--- src/rtl/hidden_cpu_ctrl_if.sv ---
// Instruction-beat handshake between the pin interface (master) and the CPU control unit (slave).
// A beat moves when instr_valid and instr_ready are both high on a rising clock edge.
interface hidden_cpu_ctrl_if;
  logic       instr_valid;
  logic [5:0] instr;
  logic       instr_ready;

  modport master (
    output instr_valid,
    output instr,
    input  instr_ready
  );

  modport slave (
    input  instr_valid,
    input  instr,
    output instr_ready
  );
endinterface

--- src/rtl/hidden_cpu_ctrl.sv ---
// Control unit for the 4 x 8-bit register CPU: decodes {op, rd, rs} beats, assembles LDI
// immediates from two nibble payload beats, sequences register/flag writes and counts retired instructions.
module hidden_cpu_ctrl #(
  parameter int DATA_W = 8,
  parameter int NIB_W  = 4
) (
  input  logic              clk,
  input  logic              rst,
  hidden_cpu_ctrl_if.slave  bus,
  output logic [1:0]        rf_raddr_a_o,
  output logic [1:0]        rf_raddr_b_o,
  output logic [1:0]        rf_waddr_o,
  output logic              rf_we_o,
  output logic              wb_sel_o,
  output logic [DATA_W-1:0] imm_o,
  output logic [1:0]        alu_op_o,
  output logic              flag_we_o,
  output logic [DATA_W-1:0] pc_o,
  output logic              halted_o
);

  localparam logic [1:0] OP_EXT   = 2'b11;
  localparam logic [1:0] EXT_LDI  = 2'b00;
  localparam logic [1:0] EXT_HALT = 2'b10;
  localparam logic [1:0] ALU_ADD  = 2'b00;

  typedef enum logic [2:0] {
    S_IDLE   = 3'd0,
    S_EXEC   = 3'd1,
    S_WB     = 3'd2,
    S_IMM_HI = 3'd3,
    S_IMM_LO = 3'd4,
    S_HALT   = 3'd5
  } state_t;

  state_t             state_q;
  logic [5:0]         ir_q;
  logic               ready_q;
  logic [1:0]         raddr_a_q;
  logic [1:0]         raddr_b_q;
  logic [1:0]         waddr_q;
  logic               rf_we_q;
  logic               wb_sel_q;
  logic [DATA_W-1:0]  imm_q;
  logic [1:0]         alu_op_q;
  logic               flag_we_q;
  logic [DATA_W-1:0]  pc_q;
  logic               halted_q;

  logic               accept;
  logic [1:0]         hdr_op;
  logic [1:0]         hdr_rd;
  logic [1:0]         hdr_rs;
  logic [DATA_W-1:0]  pc_d;

  function automatic logic writes_rf(input logic [5:0] ir);
    return ir[5:4] != OP_EXT;
  endfunction

  // Only ADD (00) and SUB (01) produce a carry/borrow worth latching.
  function automatic logic sets_flag(input logic [5:0] ir);
    return ir[5] == 1'b0;
  endfunction

  function automatic logic [1:0] alu_of(input logic [1:0] op);
    return (op == OP_EXT) ? ALU_ADD : op;
  endfunction

  always_comb begin
    accept = bus.instr_valid && ready_q;
    hdr_op = bus.instr[5:4];
    hdr_rd = bus.instr[3:2];
    hdr_rs = bus.instr[1:0];
    pc_d   = pc_q + DATA_W'(1);
  end

  always_ff @(posedge clk) begin
    if (rst) begin
      state_q   <= S_IDLE;
      ir_q      <= 6'd0;
      ready_q   <= 1'b1;
      raddr_a_q <= 2'd0;
      raddr_b_q <= 2'd0;
      waddr_q   <= 2'd0;
      rf_we_q   <= 1'b0;
      wb_sel_q  <= 1'b0;
      imm_q     <= '0;
      alu_op_q  <= 2'd0;
      flag_we_q <= 1'b0;
      pc_q      <= '0;
      halted_q  <= 1'b0;
    end else begin
      rf_we_q   <= 1'b0;
      flag_we_q <= 1'b0;
      wb_sel_q  <= 1'b0;
      case (state_q)
        S_IDLE: begin
          if (accept) begin
            ir_q      <= bus.instr;
            raddr_a_q <= hdr_rd;
            raddr_b_q <= hdr_rs;
            waddr_q   <= hdr_rd;
            alu_op_q  <= alu_of(hdr_op);
            if (hdr_op != OP_EXT) begin
              state_q <= S_EXEC;
              ready_q <= 1'b0;
            end else begin
              case (hdr_rs)
                EXT_LDI:  state_q <= S_IMM_HI;
                EXT_HALT: begin
                  state_q  <= S_HALT;
                  ready_q  <= 1'b0;
                  halted_q <= 1'b1;
                end
                default: begin
                  state_q <= S_EXEC;
                  ready_q <= 1'b0;
                end
              endcase
            end
          end
        end
        S_EXEC: begin
          state_q   <= S_WB;
          waddr_q   <= ir_q[3:2];
          rf_we_q   <= writes_rf(ir_q);
          flag_we_q <= writes_rf(ir_q) && sets_flag(ir_q);
          pc_q      <= pc_d;
        end
        S_WB: begin
          state_q <= S_IDLE;
          ready_q <= 1'b1;
        end
        // Payload beats carry data only; their top bits are never decoded.
        S_IMM_HI: begin
          if (accept) begin
            imm_q[DATA_W-1:NIB_W] <= bus.instr[NIB_W-1:0];
            state_q               <= S_IMM_LO;
          end
        end
        S_IMM_LO: begin
          if (accept) begin
            imm_q[NIB_W-1:0] <= bus.instr[NIB_W-1:0];
            state_q          <= S_WB;
            ready_q          <= 1'b0;
            rf_we_q          <= 1'b1;
            wb_sel_q         <= 1'b1;
            pc_q             <= pc_d;
          end
        end
        S_HALT: begin
          ready_q  <= 1'b0;
          halted_q <= 1'b1;
        end
        default: begin
          state_q <= S_IDLE;
          ready_q <= 1'b1;
        end
      endcase
    end
  end

  assign bus.instr_ready = ready_q;
  assign rf_raddr_a_o    = raddr_a_q;
  assign rf_raddr_b_o    = raddr_b_q;
  assign rf_waddr_o      = waddr_q;
  assign rf_we_o         = rf_we_q;
  assign wb_sel_o        = wb_sel_q;
  assign imm_o           = imm_q;
  assign alu_op_o        = alu_op_q;
  assign flag_we_o       = flag_we_q;
  assign pc_o            = pc_q;
  assign halted_o        = halted_q;

endmodule
--- src/flat_wrapper.sv ---
// flat-port wrapper written by rule: the top's interface ports become plain ports
module hidden_cpu_ctrl_flat 
#(
  parameter int DATA_W = 8,
  parameter int NIB_W  = 4
)
  (clk, rst, rf_raddr_a_o, rf_raddr_b_o, rf_waddr_o, rf_we_o, wb_sel_o, imm_o, alu_op_o, flag_we_o, pc_o, halted_o, bus_instr_valid, bus_instr, bus_instr_ready);
  hidden_cpu_ctrl_if bus_i ();
  input  logic clk;
  input  logic rst;
  output logic [1:0] rf_raddr_a_o;
  output logic [1:0] rf_raddr_b_o;
  output logic [1:0] rf_waddr_o;
  output logic rf_we_o;
  output logic wb_sel_o;
  output logic [DATA_W-1:0] imm_o;
  output logic [1:0] alu_op_o;
  output logic flag_we_o;
  output logic [DATA_W-1:0] pc_o;
  output logic halted_o;
  input wire logic [$bits(bus_i.instr_valid)-1:0] bus_instr_valid;
  input wire logic [$bits(bus_i.instr)-1:0] bus_instr;
  output wire logic [$bits(bus_i.instr_ready)-1:0] bus_instr_ready;
  assign bus_i.instr_valid = bus_instr_valid;
  assign bus_i.instr = bus_instr;
  assign bus_instr_ready = bus_i.instr_ready;
  hidden_cpu_ctrl #(.DATA_W(DATA_W), .NIB_W(NIB_W)) u_core (.clk(clk), .rst(rst), .bus(bus_i), .rf_raddr_a_o(rf_raddr_a_o), .rf_raddr_b_o(rf_raddr_b_o), .rf_waddr_o(rf_waddr_o), .rf_we_o(rf_we_o), .wb_sel_o(wb_sel_o), .imm_o(imm_o), .alu_op_o(alu_op_o), .flag_we_o(flag_we_o), .pc_o(pc_o), .halted_o(halted_o));
endmodule
--- config.mk ---
export PLATFORM = sky130hd
export DESIGN_NAME = hidden_cpu_ctrl_flat
export DESIGN_NICKNAME = d
export VERILOG_FILES = /design/src/rtl/hidden_cpu_ctrl_if.sv /design/src/rtl/hidden_cpu_ctrl.sv /design/src/flat_wrapper.sv
export SDC_FILE = /design/constraint.sdc
export NUM_CORES = 1
export LEC_CHECK = 0
export CAP_MARGIN = 10
export CORE_ASPECT_RATIO = 1.2
export CORE_MARGIN = 2
export CORE_UTILIZATION = 52
export DETAILED_ROUTE_END_ITERATION = 6
export GPL_ROUTABILITY_DRIVEN = 0
export PLACE_DENSITY = 0.84
export SYNTH_ARGS = -nofsm -noshare
export SYNTH_HDL_FRONTEND = slang
export SYNTH_SLANG_ARGS = --single-unit
--- constraint.sdc ---
create_clock -name clk -period 3.17 [get_ports clk]
set_clock_uncertainty 0.15 [all_clocks]
set_input_delay 0.634 -clock clk [delete_from_list [all_inputs] [get_ports clk]]
set_output_delay 0.634 -clock clk [all_outputs]
set_load 0.005 [all_outputs]
==> results of run 1 <==
-- report_power, final --
group	internal, mW	switching [mW]	total [mW]
Sequential	0.446	0.0213	0.467
Combinational	0.0597	0.0558	0.115
Clock	0.167	0.142	0.309
-- kinds of logic after synthesis --
kind of cell | after synthesis | share of synthesized area [%]
adders and majority gates | 1 | 0.828
AOI/OAI and AO/OA | 36 | 15.5
buffers and inverters | 18 | 6.04
xor gates and xnor gates | 6 | 3.48
muxes | 9 | 5.96
DFF | 34 | 45.0
and+or+nand+nor | 67 | 23.2
-- per-layer routing --
metal | track usage, % | up-vias | routed length [µm]
met5 | 0 | - | 0
met4 | 6.73 | 0 | 46
met3 | 7.35 | 6 | 197
met2 | 36.1 | 43 | 1670
met1 | 27.0 | 609 | 1390
li1 | - | 643 | -
-- final cells by class --
class | count | area [µm²] | share of cell area (%)
tap | 34 | 42.5 | 2.21
clock buffer | 7 | 45.0 | 2.34
clock inverter | 1 | 30.0 | 1.56
sequential | 34 | 681 | 35.3
multi-input combinational | 119 | 739 | 38.4
inverter | 3 | 11.3 | 0.584
timing repair buffer | 38 | 378 | 19.6
-- cells in the final DEF, fill, tap and decap left out --
cell	n
a2111oi_2	2
a211oi_1	2
a21oi_1	19
a221o_1	1
a22oi_1	1
a311oi_1	2
a31o_2	1
and2_1	1
and4b_1	1
buf_4	1
bufinv_16	1
clkbuf_1	2
clkbuf_4	5
clkdlybuf4s50_1	37
dfxtp_1	34
ha_1	1
inv_1	3
mux2i_1	9
nand2_1	22
nand2_2	1
nand2b_1	5
nand3b_1	3
nand4b_1	1
nand4b_4	1
nand4bb_1	1
nor2_1	21
nor2_2	1
nor3_1	3
nor3_4	1
nor4_1	1
o21a_1	1
o21ai_0	5
o21ba_1	1
o31ai_1	1
or2_2	2
or3_1	2
xnor2_1	6
-- registers in the layout, summed over array words and instances, names as in the netlist, 2 cells and up --
name / cells
u_core.pc_o: 8
u_core.alu_op_o: 2
u_core.imm_o: 8
u_core.state_q: 3
u_core.rf_waddr_o: 2
u_core.ir_q: 5
-- metrics by stage --
step | hold WS, ns | area [µm²] | std cells
after CTS | 0.314 | 1930 | 236
after detailed placement | 0.297 | 1850 | 228
after floorplan | 0.275 | 1510 | 171
after global placement | 0.291 | 1850 | 228
after global routing | 0.333 | 1930 | 236
final | 0.310 | 1930 | 236
-- path summary, 6_finish.rpt --
check	slack (ns)	end	from
max reg2reg	1.29	u_core.rf_we_o	u_core.state_q[0]
max	1.00	bus_instr_ready	u_core.bus.instr_ready
min	0.31	u_core.flag_we_o	u_core.ir_q[5]
min reg2reg	0.31	u_core.flag_we_o	u_core.ir_q[5]
==> flow_metrics.env, run 1 <==
export IMPL_cts_buffers=5
export IMPL_drt_iter0_drc=24
export IMPL_grt_pass1_vias=1241
export IMPL_synth_area_top_cells="dfxtp_1 (45%), a21oi_1 (6.3%), mux2i_1 (6.0%), nand2_1 (5.5%), nor2_1 (5.2%)"
export IMPL_finalSetupTns_ns=0
export IMPL_worstMarginPinSlew_ns=0.536
export IMPL_post_cts_buffers=0
export IMPL_p_per_area_nw_per_um2=463
export IMPL_slew_headroom_pct=64.2
export IMPL_async_reset_ff_share_pct=0
export IMPL_finalPower_mw=0.892
export IMPL_drive_above_1_share_pct=7.92
export IMPL_yosys_area_top_type_share_pct=45.0
export IMPL_io_pins=38
export IMPL_period_needed_ns=2.17
export IMPL_worstSkewPairLatency_ns=0.34
export IMPL_clkSinkCount=34
export IMPL_cts_htree_levels=2
export IMPL_p_leak_nw=0.713
export IMPL_final_nets=211
export IMPL_setup_viol=0
export IMPL_netlist_area_um2=1510
export IMPL_hold_buffers=0
export IMPL_worstHoldPathType="register to register"
export IMPL_start_kind="register"
export IMPL_path_delay_family="buffers and inverters"
export IMPL_path_cells="clkdlybuf4s50_1"
export IMPL_status="finished clean"
export IMPL_clock_path_buffers=2
export IMPL_num_vias=1301
export IMPL_core_um2=2790
export IMPL_fmax_ghz=0.461
export IMPL_port_buffers=37
export IMPL_clock_root_buffer="clkbuf_4"
export IMPL_grt_max_degree=24
export IMPL_cp_data_arrival_time_ns=1.39
export IMPL_grt_pass1_wl_mm=5.61
export IMPL_cts_resized_gates=0
export IMPL_synthesis_nets=181
export IMPL_cap_violations=0
export IMPL_cp_depth=1
export IMPL_fp_row_count=21
export IMPL_synth_common_cells="dfxtp_1 (34), nand2_1 (22), nor2_1 (21)"
export IMPL_cp_buffers_inverters=1
export IMPL_die_height_um=63.1
export IMPL_ys_types=37
export IMPL_slew_violations=0
export IMPL_routed_wl_mm=3.30
export IMPL_setup_ws_ns=1.00
export IMPL_ant_nets=0
export IMPL_syn_area_per_cell_um2=8.84
export IMPL_grt_overflow=0
export IMPL_die_w_um=53.2
export IMPL_grt_setup_unrepaired="no"
export IMPL_ys_warn_count=0
export IMPL_initial_core_util_pct=54.3
export IMPL_pre_cts_ws_ns=0.754
export IMPL_crit_required_ns=2.39
export IMPL_synthCells=171
export IMPL_drc=0
export IMPL_dieArea_um2=3360
export IMPL_synth_seq_cells=34
export IMPL_route_detailed_wl_per_inst_um=14.0
export IMPL_peakVddDrop_mv=0.365
export IMPL_first_pass_iters=4
export IMPL_min_path_cells=1
export IMPL_grt_util_all_layers_pct=22.1
export IMPL_synthToLayoutAreaGrowth_pct=27.5
export IMPL_diodes=0
export IMPL_ys_seq_area_share_pct=45.0
export IMPL_cp_max_fo=7
export IMPL_antenna_found_initial=0
export IMPL_synth_flop_cell="dfxtp_1"
export IMPL_num_fill_cells=237
export IMPL_path_class="register to output port"
export IMPL_slowest_delay_ns=0.56
export IMPL_via_per_inst=5.51
export IMPL_end_kind="output port"
export IMPL_yosysMostFrequentCell="dfxtp_1"
export IMPL_slowest_stage="clkdlybuf4s50_1"
export IMPL_tritoncts="done"
export IMPL_finish_utilization_pct=69.2
export IMPL_rr_worst_depth=4
export IMPL_hold_violations=0
export IMPL_dpl_hpwl_mm=2.38
export IMPL_cts_reportedPaths_clkPinSlew_ns=0.10
export IMPL_synth_edf_count=0
export IMPL_min_period_over_period_pct=68.4
export IMPL_synth_top_area_cell="dfxtp_1"
(Power assumes the default switching activity.)
==> run 2: changes to the inputs <==
--- a/config.mk
+++ b/config.mk
@@ -8,10 +8,10 @@
 export CAP_MARGIN = 10
 export CORE_ASPECT_RATIO = 1.2
 export CORE_MARGIN = 2
-export CORE_UTILIZATION = 52
+export CORE_UTILIZATION = 43
 export DETAILED_ROUTE_END_ITERATION = 6
 export GPL_ROUTABILITY_DRIVEN = 0
-export PLACE_DENSITY = 0.84
+export PLACE_DENSITY = 0.74
 export SYNTH_ARGS = -nofsm -noshare
 export SYNTH_HDL_FRONTEND = slang
 export SYNTH_SLANG_ARGS = --single-unit
==> constraint.sdc (replaced) <==
create_clock -name clk -period 1.75 [get_ports clk]
set_clock_uncertainty 0.15 [all_clocks]
set_input_delay 0.35 -clock clk [delete_from_list [all_inputs] [get_ports clk]]
set_output_delay 0.35 -clock clk [all_outputs]
set_load 0.005 [all_outputs]
==> run 2 against run 1 <==
  * Cell count is 6.8% higher
  * Critical path type unchanged
  * Critical path depth stayed put
  * Largest cell class unchanged
  * Register-to-register slack worse by 1.1 ns
  * Clock power is 76% higher
  * First-iteration DRC count is 42% higher
  * Via count is 2.1% higher
  * Utilization is 8.3 points lower
==> flow_metrics.env, run 2 (synthesized netlist as in run 1, its figures left out) <==
export IMPL_status="finished clean"
export IMPL_end_kind="output port"
export IMPL_worstHoldPathType="register to register"
export IMPL_final_nets=225
export IMPL_via_per_inst=5.27
export IMPL_hold_violations=0
export IMPL_p_per_area_nw_per_um2=797
export IMPL_initial_core_util_pct=44.9
export IMPL_diodes=0
export IMPL_clock_root_buffer="clkbuf_8"
export IMPL_period_needed_ns=1.71
export IMPL_clkSinkCount=34
export IMPL_cts_reportedPaths_clkPinSlew_ns=0.07
export IMPL_drt_iter0_drc=34
export IMPL_ant_nets=0
export IMPL_fp_row_count=23
export IMPL_first_pass_iters=4
export IMPL_cp_max_fo=4
export IMPL_routed_wl_mm=3.57
export IMPL_grt_pass1_vias=1304
export IMPL_finalSetupTns_ns=0
export IMPL_grt_setup_unrepaired="no"
export IMPL_finish_utilization_pct=60.9
export IMPL_setup_viol=0
export IMPL_finalNonFillerCells=252
export IMPL_slew_headroom_pct=78.6
export IMPL_grt_max_degree=21
export IMPL_slowest_delay_ns=0.53
export IMPL_cp_buffers_inverters=1
export IMPL_crit_required_ns=1.25
export IMPL_path_class="register to output port"
export IMPL_num_vias=1328
export IMPL_path_cells="clkdlybuf4s50_1"
export IMPL_die_w_um=58.1
export IMPL_io_pins=38
export IMPL_port_buffers=37
export IMPL_dpl_hpwl_mm=2.63
export IMPL_dp_cells=245
export IMPL_cts_buffers=5
export IMPL_drc=0
export IMPL_min_period_over_period_pct=97.7
export IMPL_synthToLayoutAreaGrowth_pct=35.6
export IMPL_cp_data_arrival_time_ns=1.21
export IMPL_worstMarginPinSlew_ns=0.321
export IMPL_path_delay_family="buffers and inverters"
export IMPL_hold_buffers=0
export IMPL_cts_htree_levels=2
export IMPL_worstSkewPairLatency_ns=0.28
export IMPL_die_height_um=68.9
export IMPL_start_kind="register"
export IMPL_layout_common_cells="clkdlybuf4s50_1 (36), dfxtp_1 (31), nand2_1 (22), nor2_1 (21), a21oi_1 (19)"
export IMPL_fmax_ghz=0.585
export IMPL_setup_ws_ns=0.0408
export IMPL_core_um2=3370
export IMPL_peakVddDrop_mv=0.551
export IMPL_drive_above_1_share_pct=15.8
export IMPL_slowest_stage="clkdlybuf4s50_1"
export IMPL_post_cts_buffers=0
export IMPL_antenna_found_initial=0
export IMPL_dieArea_um2=4010
export IMPL_grt_overflow=0
export IMPL_clock_path_buffers=2
export IMPL_pre_cts_ws_ns=-0.330
export IMPL_route_detailed_wl_per_inst_um=14.2
export IMPL_grt_pass1_wl_mm=5.77
export IMPL_p_leak_nw=0.786
export IMPL_cap_violations=0
export IMPL_final_common_cell="clkdlybuf4s50_1"
export IMPL_slew_violations=0
export IMPL_grt_util_all_layers_pct=19.4
export IMPL_tritoncts="done"
-- run 2: per-layer routing --
layer  global-route usage, %  vias up  part of all wire, %
li1                        -      668                    -
met4                    9.01        0                  1.1
met1                    21.5      612                   42
met5                       0        -                    0
met2                    33.5       44                   51
met3                    6.72        4                  5.7
-- run 2: final timing paths --
path | start | to | slack, ns | cells after the start
min | u_core.alu_op_o[0] | u_core.alu_op_o[0] | 0.31 | 2
max reg2reg | u_core.state_q[2] | u_core.pc_o[4] | 0.17 | 4
min reg2reg | u_core.alu_op_o[0] | u_core.alu_op_o[0] | 0.31 | 2
max | u_core.pc_o[3] | pc_o[3] | 0.04 | 1
-- run 2: area by class of cell --
class	count	area, µm²
tap	37	46.3
multi-input combinational	119	747
fill	293	1320
timing repair buffer	52	482
clock buffer	7	76.3
sequential	34	687
inverter	3	11.3
-- run 2: worst min-delay path: cells and delay by family (launching register included) --
| family | cells | cell delay, ns |
|---|---|---|
| AND/OR/NAND/NOR | 1 | 0.05 |
| flip-flops | 1 | 0.31 |
| AO/OA/AOI/OAI | 1 | 0.05 |
-- run 2: what timing repair did --
| item | CTS | global route |
|---|---|---|
| pin swaps | 0 | 0 |
| setup endpoints to repair | 7 | 10 |
| cloned | 0 | 0 |
| hold endpoints to repair | 0 | 0 |
| resized for setup | 3 | 4 |
-- run 2: report_power, final --
part | total, mW | internal (mW) | switching [mW]
registers | 0.843 | 0.809 | 0.0336
logic | 0.247 | 0.134 | 0.114
clock network | 0.543 | 0.274 | 0.269
-- run 2: through the flow --
| step | power [mW] | hold slack, ns | cell area [µm²] |
|---|---|---|---|
| finish | 1.63 | 0.309 | 2050 |
| CTS | 1.64 | 0.306 | 2040 |
| global placement | 1.10 | 0.291 | 1960 |
| global route | 1.70 | 0.326 | 2050 |
| detailed placement | 1.11 | 0.296 | 1960 |
| floorplan | 0.982 | 0.275 | 1510 |
